## config.mk

```make
export PLATFORM = sky130hd
export DESIGN_NAME = dram_arbiter
export DESIGN_NICKNAME = d
export VERILOG_FILES = /design/src/rtl/dram_arbiter.sv
export SDC_FILE = /design/constraint.sdc
export NUM_CORES = 1
export LEC_CHECK = 0
export BUFFER_PORTS_ARGS = -buffer_cell sky130_fd_sc_hd__buf_2
export CORE_AREA = 3 3 119 121
export DETAILED_ROUTE_END_ITERATION = 6
export DIE_AREA = 0 0 122 124
export PLACE_DENSITY = 0.82
export SKIP_CTS_REPAIR_TIMING = 1
export SYNTH_ARGS = -nofsm -noshare
export SYNTH_HDL_FRONTEND = slang
export SYNTH_SLANG_ARGS = --single-unit
```

## constraint.sdc

```tcl
create_clock -name clk -period 1.8 [get_ports clk]
set_clock_uncertainty 0.1 [all_clocks]
set_input_delay 0.09 -clock clk [delete_from_list [all_inputs] [get_ports clk]]
set_output_delay 0.09 -clock clk [all_outputs]
set_load 0.05 [all_outputs]
```

## src/rtl/dram_arbiter.sv

```systemverilog
`default_nettype none
// ============================================================================
// Module      : dram_arbiter
// Description : Round-robin arbiter sequencing cpu/dma accesses to a
//               fixed-latency single-port data RAM, one transaction at a time.
// Revision    : 1.0 - initial release
// ============================================================================
module dram_arbiter #(
  parameter int ADDR_W     = 32,
  parameter int RD_LATENCY = 1
) (
  input  logic              clk,
  input  logic              rst_n,
  input  logic              cpu_req,
  input  logic              cpu_we,
  input  logic [3:0]        cpu_wstrb,
  input  logic [ADDR_W-1:0] cpu_addr,
  input  logic [31:0]       cpu_wdata,
  output logic              cpu_gnt,
  output logic              cpu_rvalid,
  output logic [31:0]       cpu_rdata,
  input  logic              dma_req,
  input  logic              dma_we,
  input  logic [3:0]        dma_wstrb,
  input  logic [ADDR_W-1:0] dma_addr,
  input  logic [31:0]       dma_wdata,
  output logic              dma_gnt,
  output logic              dma_rvalid,
  output logic [31:0]       dma_rdata,
  output logic              ram_en,
  output logic [3:0]        ram_we,
  output logic [ADDR_W-1:0] ram_addr,
  output logic [31:0]       ram_wdata,
  input  logic [31:0]       ram_rdata
);

  typedef enum logic [1:0] {
    IDLE   = 2'd0,
    ACCESS = 2'd1,
    WAIT   = 2'd2,
    RESP   = 2'd3
  } state_t;

  localparam logic [2:0] C_LAT_LOAD = 3'(RD_LATENCY - 1);

  state_t              r_state;
  state_t              w_next;
  logic [2:0]          r_cnt;
  logic                r_owner;
  logic                r_last_owner;
  logic                r_ram_en;
  logic [3:0]          r_ram_we;
  logic [ADDR_W-1:0]   r_ram_addr;
  logic [31:0]         r_ram_wdata;
  logic [31:0]         r_cpu_rdata;
  logic [31:0]         r_dma_rdata;
  logic                w_cpu_win;
  logic                w_dma_win;
  logic                w_cpu_gnt;
  logic                w_dma_gnt;
  logic                w_grant;

  // cpu wins unless dma is also requesting and cpu was served last
  assign w_cpu_win = cpu_req & (~dma_req | r_last_owner);
  assign w_dma_win = dma_req & ~w_cpu_win;

  always_comb begin
    w_next    = r_state;
    w_cpu_gnt = 1'b0;
    w_dma_gnt = 1'b0;
    case (r_state)
      IDLE: begin
        if (rst_n && (cpu_req || dma_req)) begin
          w_cpu_gnt = w_cpu_win;
          w_dma_gnt = w_dma_win;
          w_next    = ACCESS;
        end
      end
      ACCESS: w_next = WAIT;
      WAIT: begin
        if (r_cnt == 3'd0) begin
          w_next = RESP;
        end
      end
      RESP:    w_next = IDLE;
      default: w_next = IDLE;
    endcase
  end

  assign w_grant = w_cpu_gnt | w_dma_gnt;

  always_ff @(posedge clk) begin
    if (!rst_n) begin
      r_state <= IDLE;
    end else begin
      r_state <= w_next;
    end
  end

  // The ram_* registers double as the payload latch for the granted master
  always_ff @(posedge clk) begin
    if (!rst_n) begin
      r_cnt        <= 3'd0;
      r_owner      <= 1'b0;
      r_last_owner <= 1'b1;
      r_ram_en     <= 1'b0;
      r_ram_we     <= 4'b0000;
      r_ram_addr   <= '0;
      r_ram_wdata  <= 32'd0;
      r_cpu_rdata  <= 32'd0;
      r_dma_rdata  <= 32'd0;
    end else begin
      r_ram_en <= w_grant;
      r_ram_we <= 4'b0000;
      if (w_grant) begin
        r_owner <= w_dma_gnt;
        if (w_dma_gnt) begin
          r_ram_addr  <= dma_addr;
          r_ram_wdata <= dma_wdata;
          r_ram_we    <= dma_we ? dma_wstrb : 4'b0000;
        end else begin
          r_ram_addr  <= cpu_addr;
          r_ram_wdata <= cpu_wdata;
          r_ram_we    <= cpu_we ? cpu_wstrb : 4'b0000;
        end
      end

      if (r_state == ACCESS) begin
        r_cnt <= C_LAT_LOAD;
      end else if ((r_state == WAIT) && (r_cnt != 3'd0)) begin
        r_cnt <= r_cnt - 3'd1;
      end

      if ((r_state == WAIT) && (r_cnt == 3'd0)) begin
        if (r_owner) begin
          r_dma_rdata <= ram_rdata;
        end else begin
          r_cpu_rdata <= ram_rdata;
        end
      end

      if (r_state == RESP) begin
        r_last_owner <= r_owner;
      end
    end
  end

  assign cpu_gnt    = w_cpu_gnt;
  assign dma_gnt    = w_dma_gnt;
  assign cpu_rvalid = (r_state == RESP) & ~r_owner;
  assign dma_rvalid = (r_state == RESP) & r_owner;
  assign cpu_rdata  = r_cpu_rdata;
  assign dma_rdata  = r_dma_rdata;
  assign ram_en     = r_ram_en;
  assign ram_we     = r_ram_we;
  assign ram_addr   = r_ram_addr;
  assign ram_wdata  = r_ram_wdata;

endmodule
`default_nettype wire

```

==> Word level (Yosys, flattened, before mapping) <==
Cells that the tools add are included.
{ "word_totals": {"wordCells": 50, "inputBits": 174, "reg_bits": 140, "out_inout_bits": 137} }
{ "classes": {"n_reduce_logical": 12, "bitwise_logic": 10, "n_addsub": 1, "n_mux": 12, "eq_ne": 5} }
{ "ops": {"columns": ["cell", "count"], "rows": [
  ["$mux 32", 2],
  ["$mux 4", 3],
  ["$pmux 2 s4", 1],
  ["$reduce_and 2->1", 4],
  ["$and 1x1->1", 4],
  ["$eq 2x2->1 const B", 2],
  ["$mux 1", 4],
  ["$mux 2", 2],
  ["$ne 2x2->1 const B", 2],
  ["$not 1->1", 4],
  ["$logic_and 1x1->1", 3],
  ["$logic_not 3->1", 1],
  ["$reduce_bool 3->1", 1],
  ["$sub 3x1->3 const B", 1],
  ["$eq 2x1->1 const B", 1],
  ["$logic_not 2->1", 1],
  ["$or 1x1->1", 2],
  ["$reduce_or 2->1", 1],
  ["$logic_or 1x1->1", 1]
]} }

==> Depth between registers and ports, before layout <==
Gate-level depths: netlist (run 1).
{ "logic_depth": {"word_depth": 9, "mapped_depth": 8} }

==> Worst setup path before layout (run 1) <==
OpenSTA, ideal clock, no wires.
{ "synth_path": {"kind": "register to output", "startpoint": "register r_state[0]", "endpoint": "output port cpu_gnt", "t_required_ns": 1.610, "path_stages_with_launch": 6, "path_slack_ns": -0.015, "arrival_ns": 1.625, "cell_sequence": "dfxtp_1 inv_1 ha_1 o211ai_4 buf_2 nor2_1"} }
{ "synth_between": {"elab_chain_len": 2} }
{ "synth_lines": {"columns": ["item", "line", "rtl"], "rows": [
  ["from (decl)", "46", "state_t r_state;"],
  ["from (signal assigned)", "96", "r_state <= w_next;"],
  ["$logic_not 2->1", "71", "case (r_state)"],
  ["$mux 1", "71", null],
  ["to (decl)", "19", "output logic cpu_gnt,"]
]} }
Every way passes these cells.

==> Worst setup path after layout (run 1) <==
{ "layout_path": {"startpoint": "register r_state[1]", "endpoint": "register r_ram_addr[20] (netlist: ram_addr[20])"} }
{ "layout_between": {"elab_chain_len": 3, "word_cells_on_any_way": 5, "classes_between": "3 x mux; 1 x bitwise; 1 x reduce/logical"} }
{ "layout_lines": {"columns": ["item", "line", "rtl"], "rows": [
  ["$logic_not 2->1 *", "71", null],
  ["$mux 1", "71", null],
  ["$mux 32 or $or 1x1->1 (tied branches)", "117, 90", null],
  ["to (signal assigned)", "118", "r_ram_addr <= dma_addr;"],
  ["to (signal assigned)", "122", "r_ram_addr <= cpu_addr;"],
  ["to (decl)", "53", "logic [ADDR_W-1:0] r_ram_addr;"]
]} }
Mark *: on every way between the ends. The rest lies on a longest branch, timed or not.
A chain may end at the register's enable or synchronous reset.

==> results of run 1 <==
## Yosys cell counts
cell type / n
nand3_1: 73
mux2i_1: 2
a21bo_2: 1
nand4b_2: 1
nand2_1: 101
buf_4: 2
o31ai_1: 1
nand4bb_1: 1
nand2b_1: 2
clkbuf_1: 31
a21o_1: 2
o21ai_0: 65
nor2b_1: 1
nor3b_1: 1
and2_1: 1
inv_2: 1
o211ai_4: 1
dfxtp_1: 140
buf_6: 2
clkbuf_2: 1
nor2_1: 5
a21oi_1: 200
inv_1: 6
buf_2: 27
ha_1: 7
a22oi_1: 1
a21boi_4: 1
a311oi_1: 1
## power breakdown
group	leakage, nW	internal, mW	switching (mW)
Sequential	1.15	3.96	0.545
Combinational	3.21	1.78	5.00
Clock	0.315	2.45	1.38
Total	4.67	8.19	6.92
## cell type report
cell class | count | area [um^2]
Multi-Input combinational cell | 468 | 2380
Sequential cell | 140 | 2810
Tap cell | 176 | 220
Clock buffer | 21 | 470
Clock inverter | 11 | 180
Timing Repair Buffer | 503 | 3580
Antenna cell | 1 | 2.50
Inverter | 7 | 31.3
Fill cell | 811 | 3520
## sequential cells by signal, indices dropped and copies added (netlist names)
signal	cells
ram_en	1
ram_addr	32
r_state	2
cpu_rdata	32
r_last_owner	1
ram_we	4
dma_rdata	32
r_cnt	3
ram_wdata	32
r_owner	1
## worst min-delay path, cell delays in order
cell,delay (ps)
buf_2,150
nand2_1,70
a22oi_1,60
nor2b_1,90
## per-stage QoR
step                setup WS, ps  util [%]  total power [mW]  cell area [um^2]  hold WS [ps]
finish                     -33.6      73.3              15.1              9670         -21.4
global route               -51.5      73.3              15.6              9670          30.5
CTS                         -296      59.4              14.2              7830          -216
detailed placement          61.9      54.4              10.4              7180           235
global placement             163      54.4              10.3              7180           231
floorplan                    203         -              8.81              5470           126
## worst paths after layout
check / startpoint / slack, ps / to
min: cpu_req / -20 / r_owner
max reg2reg: r_state[1] / -30 / ram_addr[20]
max: r_state[1] / -30 / ram_addr[20]
min reg2reg: cpu_rdata[11] / 370 / cpu_rdata[11]
## routing by layer
layer | vias to the layer above | track usage [%] | wire length (um)
met5 | - | 0 | 0
met4 | 0 | 9.17 | 1900
met3 | 204 | 8.27 | 3210
met2 | 691 | 37.7 | 11900
met1 | 3422 | 25.2 | 8960
li1 | 3281 | - | -
## cells by family (layout without fill, tap and decap cells)
| kind of cell | after synthesis | in the layout | synth area share [%] |
|---|---|---|---|
| AOI/OAI and AO/OA | 273 | 273 | 25.9 |
| adders and majority gates | 7 | 7 | 1.60 |
| buffers and inverters | 70 | 542 | 5.86 |
| DFF | 140 | 140 | 51.3 |
| muxes | 2 | 2 | 0.366 |
| other | 0 | 1 | 0 |
| and+or+nand+nor | 186 | 186 | 15.0 |
==> impl_metrics.json, run 1 <==
{
  "status": "complete, but fails checks",
  "violations": "negative hold slack, negative setup slack",
  "period_needed_ps": 1830,
  "cp-start-kind": "register",
  "crit_type": "register to register",
  "cp_max_fo": 40,
  "area_delta_synth_final_pct": 76.9,
  "relSlewSlack_pct": 72.0,
  "max_slew.worst_pin.slew_ps": 421,
  "wl_per_cell_um": 19.6,
  "setup_ws_ps": -33.6,
  "synthCells": 678,
  "io-pin-count": 311,
  "crit_path_frequent_cell": "a21oi_1",
  "clkLatencyLatePin_ps": 420,
  "worstPathCellList": "inv_4 -> ha_4 -> o211ai_4 -> buf_4 -> inv_2 -> buf_12 -> a21oi_1 -> a21oi_1",
  "drtPass1Iterations": 6,
  "syn_nets": 859,
  "die_height_um": 124,
  "antenna_found_initial": 0,
  "synth_warnings": 0,
  "critPathBufInv": 4,
  "fmax_mhz": 545,
  "core-area_um2": 13200,
  "ff2ff_path_depth": 8,
  "routabilityCongestion": 0.817,
  "ant_nets": 0,
  "clk_path_buf_depth": 2,
  "yosysSeqAreaShare_pct": 51.3,
  "h-tree-depth": 4,
  "cp.required_ps": 1980,
  "rsz0062_at_grt": "yes",
  "final_common_cell": "buf_2",
  "slowest_stage": "dfxtp_2",
  "most-common-layout-cells": "buf_2, a21oi_1, dlygate4sd3_1, dfxtp_1, nand2_1",
  "drc": 0,
  "arrival_ps": 2020,
  "fp.dieW_um": 122,
  "nNetsFinal": 1318,
  "synth_area_leaders": "dfxtp_1, a21oi_1, nand2_1",
  "holdCritPathClass": "input pin to register",
  "hold_slack_ps": -21.4,
  "grt_start_max_net_pins": 78,
  "finalHoldViolations": 1,
  "finalSetupViolCount": 1,
  "p_per_area_nw_per_um2": 1560,
  "crit_family": "compound AO/OA/AOI/OAI gates",
  "finalMaxSlewViolations": 0,
  "cp.depth": 8,
  "grt_pass1_vias": 5400,
  "row_count": 42,
  "cts_root_buffer": "clkbuf_16",
  "leakage_nw": 4.67,
  "finalCritPeriodShare_pct": 102,
  "synth-seq-cells": 140,
  "peakVddDrop_uv": 1230,
  "start_util_pct": 41.5,
  "numCtsBuffers": 17,
  "ys_types": 28,
  "clock-sinks": 140,
  "cp-end-kind": "register",
  "cts_tree": "built",
  "overflow": 0,
  "cpPeakStageDelay_ps": 380,
  "num_vias": 7598,
  "syn_area_per_cell_um2": 8.06,
  "dp_hpwl_um": 12700,
  "instances_no_fill": 1327,
  "synth_top_area_share_pct": 51.3,
  "io_buffers": 310,
  "grtUsageTotal_pct": 22.2,
  "grt_pass1_wl_um": 26600,
  "vias_per_cell": 5.73,
  "drt_iter0_drc": 855,
  "max_cap_viol_count": 0,
  "synth_area_leader_cell": "dfxtp_1",
  "setup_tns_ps": -33.6,
  "drt_wl_total_um": 26000,
  "min_path_cells": 4,
  "placedCellCount": 1117,
  "clkSlewWorstSetupHoldPaths_ps": 60,
  "synth_area_um2": 5470,
  "final_layout_size_suffix_gt1_share_pct": 32.6,
  "die_area_um2": 15100
}
Power figures use the tool's default switching activity.
==> run 2: changes to the inputs <==
CORE_AREA = 3 3 120 122   (was 3 3 119 121)
CTS_BUF_LIST = sky130_fd_sc_hd__clkbuf_2 sky130_fd_sc_hd__clkbuf_4 sky130_fd_sc_hd__clkbuf_8   (was not set)
DIE_AREA = 0 0 123 125   (was 0 0 122 124)
PLACE_DENSITY = 0.81   (was 0.82)
SKIP_CTS_REPAIR_TIMING = not set   (was 1)
==> run 2 against run 1 <==
Net effect:
- the run now ends clean
- die area rose by 1.6%
- final area decreased by 2.0%
- count of clock-buffer cells in the layout decreased by 3
- hold slack better by 100 ps
- fmax increased by 3.2%
- clock power decreased by 30%
- non-clock buffer count up 1
- wire length rose by 0.34%
- utilization shrank 2.1 points
- register-to-register slack improved by 100 ps
- via count is 1.5% lower
- worst setup slack improved by 57 ps
- critical path type is now input pin to primary output
- largest cell class unchanged
- highest routed layer unchanged
==> impl_metrics.json, run 2 (synthesis gave the netlist of run 1 again) <==
{
  "finalSetupViolCount": 0,
  "cts_root_buffer": "clkbuf_8",
  "fp.dieW_um": 123,
  "io_buffers": 310,
  "final_layout_size_suffix_gt1_share_pct": 32.9,
  "crit_path_frequent_cell": "buf_4",
  "arrival_ps": 1590,
  "clock-sinks": 140,
  "wl_per_cell_um": 19.6,
  "instances_no_fill": 1328,
  "period_needed_ps": 1780,
  "clkLatencyLatePin_ps": 440,
  "drc": 0,
  "crit_type": "input pin to primary output",
  "rsz0062_at_grt": "no",
  "slowest_stage": "dlygate4sd3_1",
  "start_util_pct": 41.1,
  "routabilityCongestion": 0.856,
  "die_height_um": 125,
  "row_count": 42,
  "grt_pass1_wl_um": 38000,
  "peakVddDrop_uv": 1100,
  "dp_hpwl_um": 12900,
  "holdCritPathClass": "input pin to register",
  "drt_iter0_drc": 771,
  "ant_nets": 0,
  "die_area_um2": 15400,
  "grt_start_max_net_pins": 107,
  "fmax_mhz": 563,
  "clk_path_buf_depth": 2,
  "cp.required_ps": 1610,
  "leakage_nw": 4.56,
  "finalHoldViolations": 0,
  "p_per_area_nw_per_um2": 1480,
  "grt_pass1_vias": 7399,
  "max_slew.worst_pin.slew_ps": 445,
  "cts_tree": "built",
  "overflow": 0,
  "finalCritPeriodShare_pct": 98.7,
  "worstPathCellList": "dlygate4sd3_1 -> buf_4 -> a21bo_4 -> buf_4 -> nor2_2 -> buf_6",
  "most-common-layout-cells": "buf_2, a21oi_1, dlygate4sd3_1, dfxtp_1, nand2_1",
  "relSlewSlack_pct": 70.3,
  "drtPass1Iterations": 5,
  "finalMaxSlewViolations": 0,
  "numCtsBuffers": 17,
  "cp-start-kind": "input pin",
  "final_common_cell": "buf_2",
  "cp-end-kind": "primary output",
  "num_vias": 7482,
  "vias_per_cell": 5.63,
  "placedCellCount": 1113,
  "setup_tns_ps": 0,
  "nNetsFinal": 1319,
  "max_cap_viol_count": 0,
  "core-area_um2": 13300,
  "drt_wl_total_um": 26100,
  "area_delta_synth_final_pct": 73.3,
  "grtUsageTotal_pct": 31.3,
  "antenna_found_initial": 1,
  "clkSlewWorstSetupHoldPaths_ps": 70,
  "status": "finished, final reports clean",
  "cpPeakStageDelay_ps": 550,
  "io-pin-count": 311,
  "h-tree-depth": 4,
  "cp_max_fo": 12
}
run 2: critical path: cells and delay by family:
family,cells,cell delay [ps]
AND/OR/NAND/NOR,1,160
buffers and inverters,4,1100
AO/OA/AOI/OAI,1,230
run 2: cell type report:
class	instances	area (um^2)
diodes	1	2.50
flip-flops and latches	140	2810
clock inverters	14	170
inverters	7	28.8
clock buffers	18	248
repair buffers	504	3610
well taps	176	220
fillers	842	3820
multi-input cells	468	2390
run 2: final timing paths:
check                                    from       endpoint  slack [ps]  cells after the start
worst max register to register   r_last_owner      ram_we[0]          70                      5
worst max-delay path                  cpu_req        dma_gnt          20                      6
worst min-delay path                  dma_req     r_state[0]          80                      4
worst min register to register  cpu_rdata[25]  cpu_rdata[25]         370                      2
run 2: stage by stage:
| stage | util (%) | area [um^2] | setup slack [ps] | power [mW] | hold WS [ps] |
|---|---|---|---|---|---|
| after floorplan | - | 5470 | 203 | 8.81 | 126 |
| after global placement | 53.7 | 7140 | 125 | 10.3 | 231 |
| after CTS | 70.2 | 9340 | 15.3 | 13.4 | 35.7 |
| after global routing | 71.3 | 9470 | 5.91 | 14.5 | 100 |
| final | 71.3 | 9470 | 23.4 | 14.1 | 79.1 |
| after detailed placement | 53.7 | 7140 | 48.4 | 10.4 | 235 |
run 2: power breakdown:
group          switching (mW)  leakage, nW  internal, mW  total, mW
Clock                    1.27        0.213          1.41       2.68
Sequential              0.551         1.15          3.95       4.50
Combinational            5.07         3.19          1.81       6.88
run 2: metal layers:
layer | global-route usage (%) | share of wire, % | vias up
met5 | 0 | 0 | -
met4 | 26.6 | 9.6 | 0
met3 | 9.30 | 12 | 202
met2 | 49.7 | 44 | 659
met1 | 33.8 | 34 | 3347
li1 | - | - | 3274
run 2: what timing repair did:
item                                   in CTS  in global routing
hold buffers                              174                  0
buffers inserted                            3                  1
gates resized for setup                     6                 13
gates cloned                                0                  4
pin swaps                                   1                  0
endpoints found under the hold margin     138                  0
setup endpoints to repair                   2                 89
